[src/rtl/tiro_pkg.sv]
// Shared definitions for the shot control units: opcodes, position-mux selects,
// FSM state encoding and sizing constants.
package tiro_pkg;

   localparam int N_SLOTS         = 16;
   localparam int COOLDOWN_CICLOS = 2;
   localparam int COOLDOWN_W      = $clog2(COOLDOWN_CICLOS + 1);

   localparam logic [1:0] OP_CIMA  = 2'b00;
   localparam logic [1:0] OP_DIR   = 2'b01;
   localparam logic [1:0] OP_BAIXO = 2'b10;
   localparam logic [1:0] OP_ESQ   = 2'b11;

   localparam logic [1:0] POS_NOVO = 2'b00;
   localparam logic [1:0] POS_X    = 2'b01;
   localparam logic [1:0] POS_Y    = 2'b10;

   typedef enum logic [3:0] {
      INICIAL   = 4'd0,
      ESPERA    = 4'd1,
      LER       = 4'd2,
      AVALIA    = 4'd3,
      MOVE      = 4'd4,
      GRAVA     = 4'd5,
      DESATIVA  = 4'd6,
      NOVO_TIRO = 4'd7,
      PROXIMO   = 4'd8,
      FIM_CICLO = 4'd9
   } estado_t;

endpackage

[src/rtl/uc_tiro_borda.sv]
// Maps a travel direction plus the four border flags to "border reached in the
// direction of travel". Shared with the asteroid control unit.
module uc_tiro_borda
   import tiro_pkg::*;
(
   input  logic [1:0] opcode,
   input  logic       x_borda_min,
   input  logic       x_borda_max,
   input  logic       y_borda_min,
   input  logic       y_borda_max,
   output logic       atinge_borda
);

   always_comb begin
      atinge_borda = 1'b0;
      case (opcode)
         OP_CIMA:  atinge_borda = y_borda_min;
         OP_DIR:   atinge_borda = x_borda_max;
         OP_BAIXO: atinge_borda = y_borda_max;
         OP_ESQ:   atinge_borda = x_borda_min;
         default:  atinge_borda = 1'b0;
      endcase
   end

endmodule

[src/rtl/uc_tiro.sv]
// Shot control unit: once per game tick sweeps every shot slot, moving, retiring
// or spawning shots. Optional spawn cooldown under DISPARO_COOLDOWN_EN.
//
// state     | meaning
// INICIAL   | clear slot counter, load memory and ship register
// ESPERA    | idle until iniciar_ciclo
// LER       | slot address settled, waiting for registered read data
// AVALIA    | decide spawn / skip / retire / move for the current slot
// MOVE      | adder computes the next coordinate
// GRAVA     | write moved position back to memory
// DESATIVA  | clear the loaded flag of the current slot
// NOVO_TIRO | write a new shot at ship position into the current slot
// PROXIMO   | advance slot counter or finish the sweep
// FIM_CICLO | pulse ciclo_pronto, rewind slot counter
module uc_tiro
   import tiro_pkg::*;
(
   input  logic       clock,
   input  logic       reset_n,
   input  logic       iniciar_ciclo,
   input  logic       disparo,
   input  logic [1:0] opcode_disparo,
   input  logic       loaded_tiro,
   input  logic       colisao_tiro_asteroide,
   input  logic       rco_contador_tiro,
   input  logic       x_borda_min_tiro,
   input  logic       x_borda_max_tiro,
   input  logic       y_borda_min_tiro,
   input  logic       y_borda_max_tiro,
   input  logic [1:0] opcode_tiro,
   output logic       conta_contador_tiro,
   output logic       reset_contador_tiro,
   output logic [1:0] select_mux_pos_tiro,
   output logic       select_mux_coor_tiro,
   output logic       select_soma_sub_tiro,
   output logic       enable_mem_tiro,
   output logic       enable_load_tiro,
   output logic       new_load_tiro,
   output logic       reset_memoria_load,
   output logic       enable_reg_nave,
   output logic       reset_reg_nave,
   output logic [1:0] opcode_registra_tiro,
   output logic       ciclo_pronto,
   output logic       colisao_detectada,
   output logic [3:0] db_estado
);

   estado_t    estado, prox_estado;
   logic       disparo_pendente;
   logic [1:0] opcode_reg;
   logic       atinge_borda;
   logic       pode_disparar;
   logic       coor_mov;
   logic       sub_mov;

   uc_tiro_borda u_borda (
      .opcode       (opcode_tiro),
      .x_borda_min  (x_borda_min_tiro),
      .x_borda_max  (x_borda_max_tiro),
      .y_borda_min  (y_borda_min_tiro),
      .y_borda_max  (y_borda_max_tiro),
      .atinge_borda (atinge_borda)
   );

   always_ff @(posedge clock or negedge reset_n) begin
      if (!reset_n) begin
         estado <= INICIAL;
      end else begin
         estado <= prox_estado;
      end
   end

   // The spawn clear takes priority: a request arriving during NOVO_TIRO is dropped,
   // but its opcode is still captured.
   always_ff @(posedge clock or negedge reset_n) begin
      if (!reset_n) begin
         disparo_pendente <= 1'b0;
         opcode_reg       <= OP_CIMA;
      end else begin
         if (estado == NOVO_TIRO) begin
            disparo_pendente <= 1'b0;
         end else if (disparo) begin
            disparo_pendente <= 1'b1;
         end
         if (disparo) begin
            opcode_reg <= opcode_disparo;
         end
      end
   end

`ifdef DISPARO_COOLDOWN_EN
   logic [COOLDOWN_W-1:0] cooldown;

   // Counts down once per completed sweep, so a spawn blocks the following sweeps.
   always_ff @(posedge clock or negedge reset_n) begin
      if (!reset_n) begin
         cooldown <= '0;
      end else if (estado == NOVO_TIRO) begin
         cooldown <= COOLDOWN_W'(COOLDOWN_CICLOS);
      end else if ((estado == FIM_CICLO) && (cooldown != '0)) begin
         cooldown <= cooldown - COOLDOWN_W'(1);
      end
   end

   assign pode_disparar = (cooldown == '0);
`else
   assign pode_disparar = 1'b1;
`endif

   // Odd opcodes travel along x; up and left decrement the coordinate.
   assign coor_mov = ~opcode_tiro[0];
   assign sub_mov  = (opcode_tiro == OP_CIMA) || (opcode_tiro == OP_ESQ);

   always_comb begin
      prox_estado          = estado;
      conta_contador_tiro  = 1'b0;
      reset_contador_tiro  = 1'b0;
      select_mux_pos_tiro  = POS_NOVO;
      select_mux_coor_tiro = 1'b0;
      select_soma_sub_tiro = 1'b0;
      enable_mem_tiro      = 1'b0;
      enable_load_tiro     = 1'b0;
      new_load_tiro        = 1'b0;
      reset_memoria_load   = 1'b0;
      enable_reg_nave      = 1'b0;
      reset_reg_nave       = 1'b0;
      ciclo_pronto         = 1'b0;
      colisao_detectada    = 1'b0;

      case (estado)
         INICIAL: begin
            reset_contador_tiro = 1'b1;
            reset_memoria_load  = 1'b1;
            reset_reg_nave      = 1'b1;
            prox_estado         = ESPERA;
         end
         ESPERA: begin
            if (iniciar_ciclo) begin
               prox_estado = LER;
            end
         end
         LER: begin
            prox_estado = AVALIA;
         end
         AVALIA: begin
            if (!loaded_tiro && disparo_pendente && pode_disparar) begin
               prox_estado = NOVO_TIRO;
            end else if (!loaded_tiro) begin
               prox_estado = PROXIMO;
            end else if (colisao_tiro_asteroide) begin
               colisao_detectada = 1'b1;
               prox_estado       = DESATIVA;
            end else if (atinge_borda) begin
               prox_estado = DESATIVA;
            end else begin
               prox_estado = MOVE;
            end
         end
         MOVE: begin
            select_mux_coor_tiro = coor_mov;
            select_soma_sub_tiro = sub_mov;
            prox_estado          = GRAVA;
         end
         GRAVA: begin
            select_mux_coor_tiro = coor_mov;
            select_soma_sub_tiro = sub_mov;
            select_mux_pos_tiro  = opcode_tiro[0] ? POS_X : POS_Y;
            enable_mem_tiro      = 1'b1;
            prox_estado          = PROXIMO;
         end
         DESATIVA: begin
            enable_load_tiro = 1'b1;
            prox_estado      = PROXIMO;
         end
         NOVO_TIRO: begin
            select_mux_pos_tiro = POS_NOVO;
            enable_mem_tiro     = 1'b1;
            enable_load_tiro    = 1'b1;
            new_load_tiro       = 1'b1;
            enable_reg_nave     = 1'b1;
            prox_estado         = PROXIMO;
         end
         PROXIMO: begin
            if (rco_contador_tiro) begin
               prox_estado = FIM_CICLO;
            end else begin
               conta_contador_tiro = 1'b1;
               prox_estado         = LER;
            end
         end
         FIM_CICLO: begin
            ciclo_pronto        = 1'b1;
            reset_contador_tiro = 1'b1;
            prox_estado         = ESPERA;
         end
         default: begin
            prox_estado = INICIAL;
         end
      endcase
   end

   assign opcode_registra_tiro = opcode_reg;
   assign db_estado            = estado;

endmodule

[config.mk]
export PLATFORM = sky130hd
export DESIGN_NAME = uc_tiro
export DESIGN_NICKNAME = d
export VERILOG_FILES = /design/src/rtl/tiro_pkg.sv /design/src/rtl/uc_tiro_borda.sv /design/src/rtl/uc_tiro.sv
export SDC_FILE = /design/constraint.sdc
export NUM_CORES = 1
export LEC_CHECK = 0
export BUFFER_PORTS_ARGS = -buffer_cell sky130_fd_sc_hd__buf_2
export CORE_UTILIZATION = 41
export DETAILED_ROUTE_END_ITERATION = 7
export GPL_TIMING_DRIVEN = 1
export PLACE_DENSITY = 0.75
export SLEW_MARGIN = 30
export SYNTH_ARGS = -nofsm -noshare
export SYNTH_HDL_FRONTEND = slang
export SYNTH_HIERARCHICAL = 1
export SYNTH_SLANG_ARGS = --single-unit
[constraint.sdc]
create_clock -name clock -period 1.59 [get_ports clock]
set_input_delay 0.159 -clock clock [delete_from_list [all_inputs] [get_ports clock]]
set_output_delay 0.159 -clock clock [all_outputs]
set_load 0.03 [all_outputs]
-- Word-level counts from Yosys, hierarchy flattened
Cells that the tools add are included.
W data, S select, Z words.
- eq/ne operators: 13
- muxes and demuxes: 26
- bitwise logic cells: 1
- reductions and logical operators: 11
- operators with widths (operator ; number):
    $pmux W4 S7 ; 1
    $eq A4 B3 Y1 const B ; 4
    $mux W1 ; 16
    $mux W4 ; 4
    $eq A4 B2 Y1 const B ; 2
    $eq A4 B4 Y1 const B ; 2
    $mux W2 ; 4
    $reduce_or A2 Y1 ; 4
    $eq A2 B2 Y1 const B ; 2
    $eq A4 B1 Y1 const B ; 1
    $logic_not A4 Y1 ; 1
    $pmux W1 S4 ; 1
    $reduce_or A3 Y1 ; 1
    $eq A2 B1 Y1 const B ; 1
    $logic_not A2 Y1 ; 1
    $ne A2 B2 Y1 const B ; 1
    $reduce_bool A2 Y1 ; 1
    $logic_and A1 B1 Y1 ; 1
    $logic_not A1 Y1 ; 1
    $logic_or A1 B1 Y1 ; 1
    $not A1 Y1 ; 1
- input port bits: 15
- logic and storage cells: 54
- bits in registers: 7

-- Logic depth before layout (Yosys ltp)
Gate-level depths: netlist (run 1).
- word-level depth: 7
- mapped depth: 5
- gate-level depth less buffers: 4

-- Hierarchy
The synthesis (run 1) kept the hierarchy.
- modules (own cells, without submodules) (module ; times used ; area an instance (um2) ; cells each):
    uc_tiro ; 1 ; 541.8 ; 64
    uc_tiro_borda ; 1 ; 22.5 ; 1

-- Least setup slack after synthesis (run 1)
Ideal clock, no wire load.
- path kind: register to output
- from: reg estado[0], in the netlist db_estado[0]
- to: out reset_contador_tiro
- required time: 1431 ps
- path slack: -741 ps
- arrival time: 2172 ps
- stages on the path, launching flop included: 4
- cells stage by stage: dfrtp_1 -> buf_2 -> nor4_1 -> or2_2
- word-level cells in the longest chain between the ends: 3
- elaborated cells between the ends (all ways): 4
- those cells by class: eq/ne (1); mux (1); reduce/logical (2)
- RTL lines (what ; line ; text):
    start, declared ; uc_tiro.sv:48 ; estado_t estado, prox_estado;
    start signal, assigned ; uc_tiro.sv:69 ; estado <= prox_estado;
    $eq A4 B4 Y1 / $logic_not A4 Y1 (equally long branches) ; uc_tiro.sv:130 ; case (estado)
    $reduce_or A2 Y1 (no line) (*) ; n/a ;
    $mux W1 (*) ; uc_tiro.sv:130 ;
    end, declared ; uc_tiro.sv:32 ; output logic reset_contador_tiro,
Mark *: on every way between the ends. The rest lies on a longest branch, timed or not.

-- Worst setup path after layout (run 1)
- from: reg estado[1], in the netlist db_estado[1]
- to: out select_mux_coor_tiro
- word-level cells in the longest chain between the ends: 3
- elaborated cells between the ends (all ways): 4
- those cells by class: eq/ne (2); mux (1); reduce/logical (1)
- RTL lines (what ; line ; text):
    $eq A4 B3 Y1 ; uc_tiro.sv:130 ;
    $reduce_or A2 Y1 (no line) (*) ; n/a ;
    $mux W1 (*) ; uc_tiro.sv:130 ;
    end, declared ; uc_tiro.sv:34 ; output logic select_mux_coor_tiro,
Marks and branches as above.

==> results of run 1 <==
-- registers in the layout, indices dropped and copies added (netlist names) --
| signal | count |
|---|---|
| disparo_pendente | 1 |
| opcode_registra_tiro | 2 |
| db_estado | 4 |
-- Yosys cell counts --
master / count
o211ai_1: 1
o31a_1: 1
inv_1: 4
or3b_2: 1
dfrtp_1: 7
nand4b_1: 1
o21ai_2: 1
nor3b_1: 2
o311ai_0: 2
buf_2: 3
and4_1: 1
a21oi_1: 3
o31ai_1: 1
or4_4: 1
nor3_1: 4
nand2_1: 1
nor2b_1: 1
clkbuf_1: 1
mux2_2: 2
mux4_2: 1
and2_1: 1
xor2_1: 1
or2_2: 1
and4bb_2: 1
o21ai_0: 5
buf_4: 2
buf_6: 2
o2111ai_1: 1
nor2_1: 7
nand2b_1: 3
nor4_1: 2
-- worst max-delay path by stage --
stage	cells after the start	endpoint
floorplan	3	select_mux_pos_tiro[0]
global placement	5	db_estado[1]
detailed placement	5	db_estado[1]
CTS	4	reset_contador_tiro
global route	4	colisao_detectada
finish	4	select_mux_coor_tiro
-- critical path: cells and delay by family (launching register included) --
| kind | cells | cell delay (ps) |
|---|---|---|
| flip-flops | 1 | 460 |
| AND/OR/NAND/NOR | 1 | 180 |
| buffers and inverters | 3 | 520 |
-- metrics by stage --
| stage | total power (W) | utilization | worst slack (ps) |
|---|---|---|---|
| 2_1_floorplan | 0.00117 | - | -130 |
| 3_3_place_gp | 0.00134 | 0.589 | 98.5 |
| 3_5_place_dp | 0.00135 | 0.589 | 55.2 |
| 4_1_cts | 0.00162 | 0.652 | -3.89 |
| 5_1_grt | 0.00181 | 0.672 | -4.64 |
| 6_report | 0.00168 | 0.672 | 32.7 |
-- placed cells by master (no fill, tap or decap), types with 2 or more instances in the layout --
cell type  instances
o311ai_0           2
nor3b_1            2
inv_1              4
nor3_1             2
buf_2             33
mux2_2             2
dfrtp_2            4
nand2b_4           3
buf_4              9
a21oi_1            3
nor2_2             3
clkbuf_4           3
o21ai_0            5
nor2_1             4
dfrtp_1            3
nor3_2             2
-- kinds of logic (layout without fill, tap and decap cells) --
kind of cell           count (synthesis)  after routing  share of synthesized area
AND/OR/NAND/NOR                       27             27                      0.293
flip-flops                             7              7                      0.310
XOR/XNOR                               1              1                     0.0155
AO/OA/AOI/OAI                         15             15                      0.175
multiplexers                           3              3                     0.0798
buffers and inverters                 12             51                      0.126
-- power breakdown --
part	internal (W)	leakage [nW]	switching [W]	total, W
Sequential	0.000249	0.0777	0.000166	0.000414
Clock	0.0000919	0.0177	0.0000682	0.000160
Combinational	0.000455	0.320	0.000655	0.00111
-- per-layer routing --
metal / GRT usage / routed length (µm)
met1: 0.273 / 710
met2: 0.313 / 782
met3: 0.0231 / 36
met4: 0.121 / 14
met5: 0 / 0
-- what timing repair did --
action	CTS	global route
hold buffers	1	0
buffers inserted	5	0
pin swaps	0	0
endpoints found under the hold margin	7	0
gates resized for setup	4	5
setup endpoints to repair	10	9
-- cell type report --
class / instances / area, µm² / area share
clock buffer: 3 / 22.5 / 0.0261
clock inverter: 1 / 5.00 / 0.00580
inverter: 4 / 15.0 / 0.0174
multi-input combinational: 46 / 379 / 0.439
sequential: 7 / 180 / 0.209
tap: 15 / 18.8 / 0.0217
timing repair buffer: 43 / 243 / 0.281
==> flow_metrics.env, run 1 <==
export IMPL_status="finished, final reports clean"
export IMPL_placed_cell_area_um2=757
export IMPL_fin_nets=120
export IMPL_drc=0
export IMPL_grt_pass1_wl_um=2140
export IMPL_critPathMaxFanout=7
export IMPL_route_antenna_remaining_nets=0
export IMPL_rows=13
export IMPL_io_pins=35
export IMPL_p_leak_nw=0.416
export IMPL_setup_viol=0
export IMPL_drive_gt1_frac=0.654
export IMPL_crit_required_ps=1430
export IMPL_numPlacedInstances=109
export IMPL_whs_ps=145
export IMPL_instances_no_fill=119
export IMPL_cts_sinks=7
export IMPL_fmax_mhz=642
export IMPL_cp_startpoint="db_estado[1]"
export IMPL_grt_overflow=0
export IMPL_synthToLayoutAreaGrowth_pct=53.0
export IMPL_clock_path_buffers=2
export IMPL_fin_setup_tns_ps=0
export IMPL_root_buffer="clkbuf_4"
export IMPL_ys_warn_count=6
export IMPL_r2r_cells=4
export IMPL_numPortBuffers=34
export IMPL_period_needed_ps=1560
export IMPL_fin_crit_sh=0.979
export IMPL_netlist_instances=65
export IMPL_diodes=0
export IMPL_timing_slew_headroom=0.741
export IMPL_synth_largest_area_cell="dfrtp_1"
export IMPL_critPathKind="reg -> out"
export IMPL_cp_common_cell="buf_4"
export IMPL_clkLatencyLatePin_ps=250
export IMPL_coreArea_um2=1280
export IMPL_place_congestion=0.724
export IMPL_ys_types=31
export IMPL_antenna_found_initial=0
export IMPL_ys_ff_latch=7
export IMPL_die_y_um=39.1
export IMPL_final_setup_skew_ps=2.24
export IMPL_dieArea_um2=1530
export IMPL_start_kind="register"
export IMPL_num_vias=628
export IMPL_cts_tree="yes"
export IMPL_synthesis_area_um2=564
export IMPL_drt_total_wl_um=1540
export IMPL_critPathMaxStageDelay_ps=460
export IMPL_min_path_type="in -> reg"
export IMPL_htree_levels=1
export IMPL_cpMaxStageDelayCell="dfrtp_2"
export IMPL_synth_area_leaders="dfrtp_1 31%, nor2_1 4.7%, o21ai_0 4.4%, buf_6 4.0%, mux2_2 4.0%"
export IMPL_grt_start_max_net_pins=15
export IMPL_nFillCells=99
export IMPL_viasPerCell=5.28
export IMPL_hold_viol_final=0
export IMPL_routedWlPerCell_um=13.0
export IMPL_yosys_area_top_type_share=0.310
export IMPL_whs_path_depth=2
export IMPL_drv_cap=0
export IMPL_grt_usage=0.205
export IMPL_min_delay_start="opcode_disparo[0]"
export IMPL_critPathCaptureType="output pin"
export IMPL_stdcell_area_um2=863
export IMPL_grt_pass1_vias=481
export IMPL_clkTransAtPathRegs_ps=60
export IMPL_numCtsBuffers=3
export IMPL_dr_pass1_iters=6
export IMPL_rr_startpoint="db_estado[1]"
export IMPL_hold_end="opcode_registra_tiro[0]"
export IMPL_syn_nets=80
export IMPL_reg2reg_slack_ps=140
export IMPL_initial_core_util=0.439
export IMPL_crit_arrival_ps=1400
export IMPL_worst_slew_pin_slew_ps=384
export IMPL_syn_area_per_cell_um2=8.68
export IMPL_max_vdd_ir_drop_uv=943
export IMPL_die_w_um=39.1
export IMPL_final_max_slew_viol_count=0
export IMPL_ys_seq_area_frac=0.310
export IMPL_hpwl_um=1050
export IMPL_r2r_end="db_estado[1]"
export IMPL_path_cells="buf_4, buf_4, nor3_2, buf_2"
export IMPL_power_density_nw_per_um2=1950
export IMPL_drt_initial_drc_count=26
(Power assumes the default switching activity.)
==> run 2, diff against run 1 <==
--- a/config.mk
+++ b/config.mk
@@ -6,10 +6,12 @@
 export NUM_CORES = 1
 export LEC_CHECK = 0
 export BUFFER_PORTS_ARGS = -buffer_cell sky130_fd_sc_hd__buf_2
-export CORE_UTILIZATION = 41
+export CORE_UTILIZATION = 43
+export CTS_BUF_LIST = sky130_fd_sc_hd__clkbuf_4 sky130_fd_sc_hd__clkbuf_8
 export DETAILED_ROUTE_END_ITERATION = 7
 export GPL_TIMING_DRIVEN = 1
-export PLACE_DENSITY = 0.75
+export PLACE_DENSITY = 0.78
+export SETUP_SLACK_MARGIN = 0.05
 export SLEW_MARGIN = 30
 export SYNTH_ARGS = -nofsm -noshare
 export SYNTH_HDL_FRONTEND = slang
==> run 2 against run 1 <==
  * Core utilization is 9.5 points higher
  * Flip-flop and latch count stayed put
  * Register-to-register slack worse by 30 ps
  * Non-clock buffer count grew 1
  * Global-route usage grew 4.6 points
  * Maximum frequency up 0.78%
  * Critical path type unchanged
==> flow_metrics.env, run 2 (same netlist as run 1, synthesis figures left out) <==
export IMPL_status="finished, final reports clean"
export IMPL_final_setup_skew_ps=5.43
export IMPL_cp_top_family="simple AND/OR/NAND/NOR gates"
export IMPL_fmax_mhz=647
export IMPL_drive_gt1_frac=0.648
export IMPL_rows=12
export IMPL_seqCellArea_um2=180
export IMPL_final_max_slew_viol_count=0
export IMPL_routedWlPerCell_um=14.3
export IMPL_cts_tree="yes"
export IMPL_diodes=0
export IMPL_reg2reg_slack_ps=110
export IMPL_largest_register_ffs=4
export IMPL_clkTransAtPathRegs_ps=60
export IMPL_multiInputGateArea_um2=380
export IMPL_nFillCells=77
export IMPL_path_buf_inv=1
export IMPL_fin_nets=121
export IMPL_power_density_nw_per_um2=1990
export IMPL_critPathMaxStageDelay_ps=470
export IMPL_grt_usage=0.251
export IMPL_route_antenna_remaining_nets=0
export IMPL_fin_setup_tns_ps=0
export IMPL_critPathMaxFanout=8
export IMPL_cts_sinks=7
export IMPL_grt_start_max_net_pins=15
export IMPL_hpwl_um=1030
export IMPL_p_leak_nw=0.416
export IMPL_layout_common_cells="27 x buf_2, 10 x buf_4, 7 x clkbuf_4"
export IMPL_period_needed_ps=1550
export IMPL_start_kind="register"
export IMPL_grt_pass1_vias=535
export IMPL_dieArea_um2=1460
export IMPL_fin_crit_sh=0.972
export IMPL_setup_viol=0
export IMPL_drv_cap=0
export IMPL_min_path_type="in -> reg"
export IMPL_crit_required_ps=1430
export IMPL_path_cells="nand2b_4, nor2_2, or2_2, buf_6"
export IMPL_grt_overflow=0
export IMPL_viasPerCell=5.68
export IMPL_cp_depth=4
export IMPL_clkLatencyLatePin_ps=260
export IMPL_rsz0062_at_grt="true"
export IMPL_num_vias=676
export IMPL_final_common_cell="buf_2"
export IMPL_worst_slew_pin_slew_ps=343
export IMPL_dr_pass1_iters=4
export IMPL_crit_arrival_ps=1390
export IMPL_antenna_found_initial=0
export IMPL_routed_wl_met2_um=863
export IMPL_io_pins=35
export IMPL_htree_levels=1
export IMPL_highest_layer="met3"
export IMPL_critPathKind="reg -> out"
export IMPL_die_y_um=38.2
export IMPL_drc=0
export IMPL_rr_startpoint="db_estado[2]"
export IMPL_coreArea_um2=1160
export IMPL_drt_total_wl_um=1700
export IMPL_root_buffer="clkbuf_4"
export IMPL_critPathCaptureType="output pin"
export IMPL_numPlacedInstances=106
export IMPL_place_congestion=0.752
export IMPL_r2r_cells=4
export IMPL_r2r_end="db_estado[1]"
export IMPL_met3WireLength_um=97
export IMPL_instances_no_fill=119
export IMPL_cpMaxStageDelayCell="dfrtp_2"
export IMPL_initial_core_util=0.488
export IMPL_hold_viol_final=0
export IMPL_min_delay_start="opcode_disparo[0]"
export IMPL_grt_pass1_wl_um=2480
export IMPL_synthToLayoutAreaGrowth_pct=57.2
export IMPL_hold_end="opcode_registra_tiro[0]"
export IMPL_numCtsBuffers=3
export IMPL_die_w_um=38.2
export IMPL_whs_path_depth=2
export IMPL_max_vdd_ir_drop_uv=1350
export IMPL_clock_path_buffers=2
export IMPL_met1Wirelength_um=743
export IMPL_drt_initial_drc_count=28
export IMPL_numPortBuffers=34
export IMPL_timing_slew_headroom=0.768
[run 2: worst max-delay path by stage]
stage	to	start	slack [ps]
after floorplan	select_mux_coor_tiro	db_estado[3]	-100
after global placement	db_estado[1]	opcode_tiro[0]	110
after detailed placement	db_estado[1]	opcode_tiro[0]	90
after CTS	reset_contador_tiro	db_estado[2]	40
after global routing	enable_reg_nave	db_estado[1]	-10
final	reset_contador_tiro	db_estado[2]	40
[run 2: metrics by stage]
stage | cell area, µm² | worst slack (ps) | hold WS (ps) | utilization | total power (W)
2_1_floorplan | 608 | -99.9 | -137 | - | 0.00119
3_3_place_gp | 747 | 108 | -2.95 | 0.646 | 0.00132
3_5_place_dp | 747 | 91.1 | 1.97 | 0.646 | 0.00134
4_1_cts | 840 | 35.9 | 136 | 0.726 | 0.00166
5_1_grt | 887 | -9.85 | 138 | 0.767 | 0.00188
6_report | 887 | 44.7 | 137 | 0.767 | 0.00177
[run 2: worst reg2reg max path: stages, from the launching register on]
cell	delay, ps
dfrtp_2	480
buf_4	180
or4_4	510
o21ai_2	130
a21oi_1	50
[run 2: timing repair]
item	in CTS	in global routing
hold buffers	1	0
setup endpoints to repair	12	10
endpoints found under the hold margin	7	0
cloned	0	0
gates resized for setup	6	9
buffers inserted	4	4
[run 2: where the power goes]
| part | switching (W) | leakage, nW | internal (W) | total, W |
|---|---|---|---|---|
| Combinational | 0.000712 | 0.320 | 0.000473 | 0.00119 |
| Clock | 0.0000747 | 0.0184 | 0.000113 | 0.000188 |
| Sequential | 0.000145 | 0.0777 | 0.000249 | 0.000395 |
[run 2: layout make-up]
cell class / count / share of cell area
Sequential cell: 7 / 0.203
Inverter: 4 / 0.0169
Tap cell: 14 / 0.0197
Timing Repair Buffer: 44 / 0.298
Multi-Input combinational cell: 46 / 0.429
Clock buffer: 4 / 0.0339
[run 2: metal layers]
layer	global-route usage	up-vias
met5	0	-
met4	0.0536	0
met3	0.0698	0
met2	0.386	26
met1	0.348	333
li1	-	317
==> run 3, diff against run 2 <==
--- a/config.mk
+++ b/config.mk
@@ -6,7 +6,7 @@
 export NUM_CORES = 1
 export LEC_CHECK = 0
 export BUFFER_PORTS_ARGS = -buffer_cell sky130_fd_sc_hd__buf_2
-export CORE_UTILIZATION = 43
+export CORE_UTILIZATION = 44
 export CTS_BUF_LIST = sky130_fd_sc_hd__clkbuf_4 sky130_fd_sc_hd__clkbuf_8
 export DETAILED_ROUTE_END_ITERATION = 7
 export GPL_TIMING_DRIVEN = 1
@@ -15,5 +15,4 @@
 export SLEW_MARGIN = 30
 export SYNTH_ARGS = -nofsm -noshare
 export SYNTH_HDL_FRONTEND = slang
-export SYNTH_HIERARCHICAL = 1
 export SYNTH_SLANG_ARGS = --single-unit
==> run 3 against run 2 <==
  * Combinational power grew 9%
  * Synthesized area increased by 9.5%
  * First-iteration DRC count fell by 64%
  * Die area is 6.7% higher
  * Global-route usage decreased by 1.8 points
  * Final area rose by 7.6%
  * Non-clock buffer count is 2 higher
  * Flip-flop and latch count is the same
  * Clock power is 2% lower
  * Critical path type unchanged
==> flow_metrics.env, run 3 <==
export IMPL_place_congestion=0.820
export IMPL_syn_nets=85
export IMPL_synth_edff_count=0
export IMPL_timing_slew_headroom=0.695
export IMPL_route_antenna_remaining_nets=0
export IMPL_final_common_cell="buf_2"
export IMPL_fmax_mhz=658
export IMPL_nFillCells=104
export IMPL_fin_nets=129
export IMPL_io_pins=35
export IMPL_cts_tree="yes"
export IMPL_rows=13
export IMPL_synthToLayoutAreaGrowth_pct=54.5
export IMPL_crit_arrival_ps=1360
export IMPL_p_comb_frac=0.719
export IMPL_p_sw_frac=0.499
export IMPL_crit_required_ps=1430
export IMPL_final_core_util=0.734
export IMPL_final_max_slew_viol_count=0
export IMPL_drc=0
export IMPL_netlist_instances=66
export IMPL_antenna_found_initial=0
export IMPL_start_kind="register"
export IMPL_cts_sinks=7
export IMPL_grt_usage=0.233
export IMPL_internal_power_w=0.000908
export IMPL_drive_gt1_frac=0.661
export IMPL_setup_viol=0
export IMPL_clock_path_buffers=2
export IMPL_ys_seq_area_frac=0.283
export IMPL_clkLatencyLatePin_ps=260
export IMPL_numPortBuffers=34
export IMPL_seqPwrFrac=0.179
export IMPL_synth_largest_area_cell="dfrtp_1"
export IMPL_ys_warn_count=0
export IMPL_grt_pass1_vias=549
export IMPL_die_w_um=39.5
export IMPL_multiInputGateArea_um2=422
export IMPL_grt_overflow=0
export IMPL_synth_most_common_cell="dfrtp_1"
export IMPL_htree_levels=1
export IMPL_fin_crit_sh=0.955
export IMPL_critPathMaxFanout=7
export IMPL_drt_total_wl_um=1650
export IMPL_hold_viol_final=0
export IMPL_worst_slew_pin_slew_ps=446
export IMPL_path_buf_inv=1
export IMPL_switchingPower_w=0.000906
export IMPL_drv_cap=0
export IMPL_p_leak_nw=0.479
export IMPL_routedWlPerCell_um=13.3
export IMPL_yosys_top_cells_count="7 x dfrtp_1, 5 x nor3_1, 5 x o21ai_0"
export IMPL_ys_types=35
export IMPL_status="finished, final reports clean"
export IMPL_num_vias=658
export IMPL_die_y_um=39.5
export IMPL_min_path_type="in -> reg"
export IMPL_power_density_nw_per_um2=1900
export IMPL_rsz0062_at_grt="true"
export IMPL_yosys_most_used_dff="dfrtp_1"
export IMPL_dieArea_um2=1560
export IMPL_period_needed_ps=1520
export IMPL_async_flop_share=1.00
export IMPL_path_cells="and2b_2, and3_2, buf_2"
export IMPL_viasPerCell=5.31
export IMPL_initial_core_util=0.475
export IMPL_synthesis_area_um2=618
export IMPL_numPlacedInstances=114
export IMPL_grt_start_max_net_pins=13
export IMPL_finalPower_w=0.00181
export IMPL_grt_pass1_wl_um=2330
export IMPL_clkPwrFrac=0.101
export IMPL_cp_top_family="simple AND/OR/NAND/NOR gates"
export IMPL_diodes=0
export IMPL_clkTransAtPathRegs_ps=60
export IMPL_coreArea_um2=1300
export IMPL_max_vdd_ir_drop_uv=837
export IMPL_drt_initial_drc_count=10
export IMPL_critPathKind="reg -> out"
export IMPL_layout_common_cells="24 x buf_2, 19 x buf_4, 5 x o21ai_0, 5 x clkbuf_4, 5 x dfrtp_1"
export IMPL_synth_area_leaders="dfrtp_1 28%, ha_1 8.1%, nor3_1 4.0%, o21ai_0 4.0%, buf_4 3.6%"
export IMPL_largest_register_ffs=4
export IMPL_seqCellArea_um2=178
export IMPL_root_buffer="clkbuf_4"
export IMPL_yosys_area_top_type_share=0.283
export IMPL_syn_area_per_cell_um2=9.37
export IMPL_ys_ff_latch=7
export IMPL_final_setup_skew_ps=7.05
export IMPL_cpMaxStageDelayCell="dfrtp_2"
export IMPL_dr_pass1_iters=4
export IMPL_numCtsBuffers=3
export IMPL_hpwl_um=1170
export IMPL_critPathCaptureType="output pin"
export IMPL_instances_no_fill=124
export IMPL_critPathMaxStageDelay_ps=450
[run 3: cell types whose count changed after synthesis, sizes merged, moves of 2 or more]
| cell | previous run | this run |
|---|---|---|
| a21oi | 3 | 0 |
| and3 | 0 | 2 |
| ha | 0 | 4 |
| nor2 | 7 | 4 |
| o311ai | 2 | 0 |
| or2b | 0 | 2 |
[run 3: final timing paths]
path	start	to	slack, ps	depth (start not counted)
setup / recovery	db_estado[3]	new_load_tiro	70	3
hold / removal	opcode_disparo[0]	opcode_registra_tiro[0]	140	2
setup reg to reg	db_estado[2]	db_estado[3]	290	3
hold reg to reg	opcode_registra_tiro[0]	opcode_registra_tiro[0]	510	1
max in group asynchronous	reset_n	db_estado[2]	1160	2
min in group asynchronous	reset_n	disparo_pendente	260	2
[run 3: routing by layer]
metal  wire length, µm  vias up  track usage
met3                83        2       0.0398
met1               716      308        0.236
met5                 0        -            0
li1                  -      324            -
met4                21        0        0.129
met2               829       24        0.439
[run 3: cell families (layout without fill, tap and decap cells)]
| logic type | count (synthesis) | count (layout) | share of synthesized area |
|---|---|---|---|
| AO/OA/AOI/OAI | 15 | 15 | 0.184 |
| XOR/XNOR | 1 | 1 | 0.0142 |
| adder cells (fa/ha/maj) | 4 | 4 | 0.0810 |
| buffers and inverters | 11 | 54 | 0.128 |
| flip-flops | 7 | 7 | 0.283 |
| multiplexers | 2 | 2 | 0.0364 |
| AND/OR/NAND/NOR | 26 | 26 | 0.273 |
[run 3: power by group through the flow]
stage	Combinational [W]	Sequential (W)	Clock, W
after floorplan	0.000792	0.000406	0
after global placement	0.00108	0.000330	0
after detailed placement	0.00110	0.000336	0
after CTS	0.00117	0.000338	0.000185
after global routing	0.00140	0.000333	0.000200
final	0.00130	0.000325	0.000184
[run 3: timing repair]
action | CTS | global route
buffers inserted | 2 | 3
cloned | 0 | 0
gates resized for setup | 8 | 13
pin swaps | 1 | 1
endpoints found under the hold margin | 7 | 0
hold buffers | 1 | 0
endpoints found under the setup margin | 12 | 13
[run 3: per-stage QoR]
| step | setup TNS [ps] | hold WS [ps] | cell area, µm² | setup slack, ps |
|---|---|---|---|---|
| detailed placement | 0 | 0.375 | 826 | 122 |
| CTS | 0 | 140 | 901 | 46.7 |
| global placement | 0 | -1.14 | 826 | 254 |
| floorplan | -599 | -137 | 656 | -166 |
| finish | 0 | 140 | 955 | 71.2 |
| global route | 0 | 139 | 955 | 24.9 |
[run 3: layout make-up]
class	instances	area share
multi-input cells	48	0.442
repair buffers	46	0.305
flip-flops and latches	7	0.186
clock buffers	4	0.0315
well taps	15	0.0197
inverters	4	0.0157
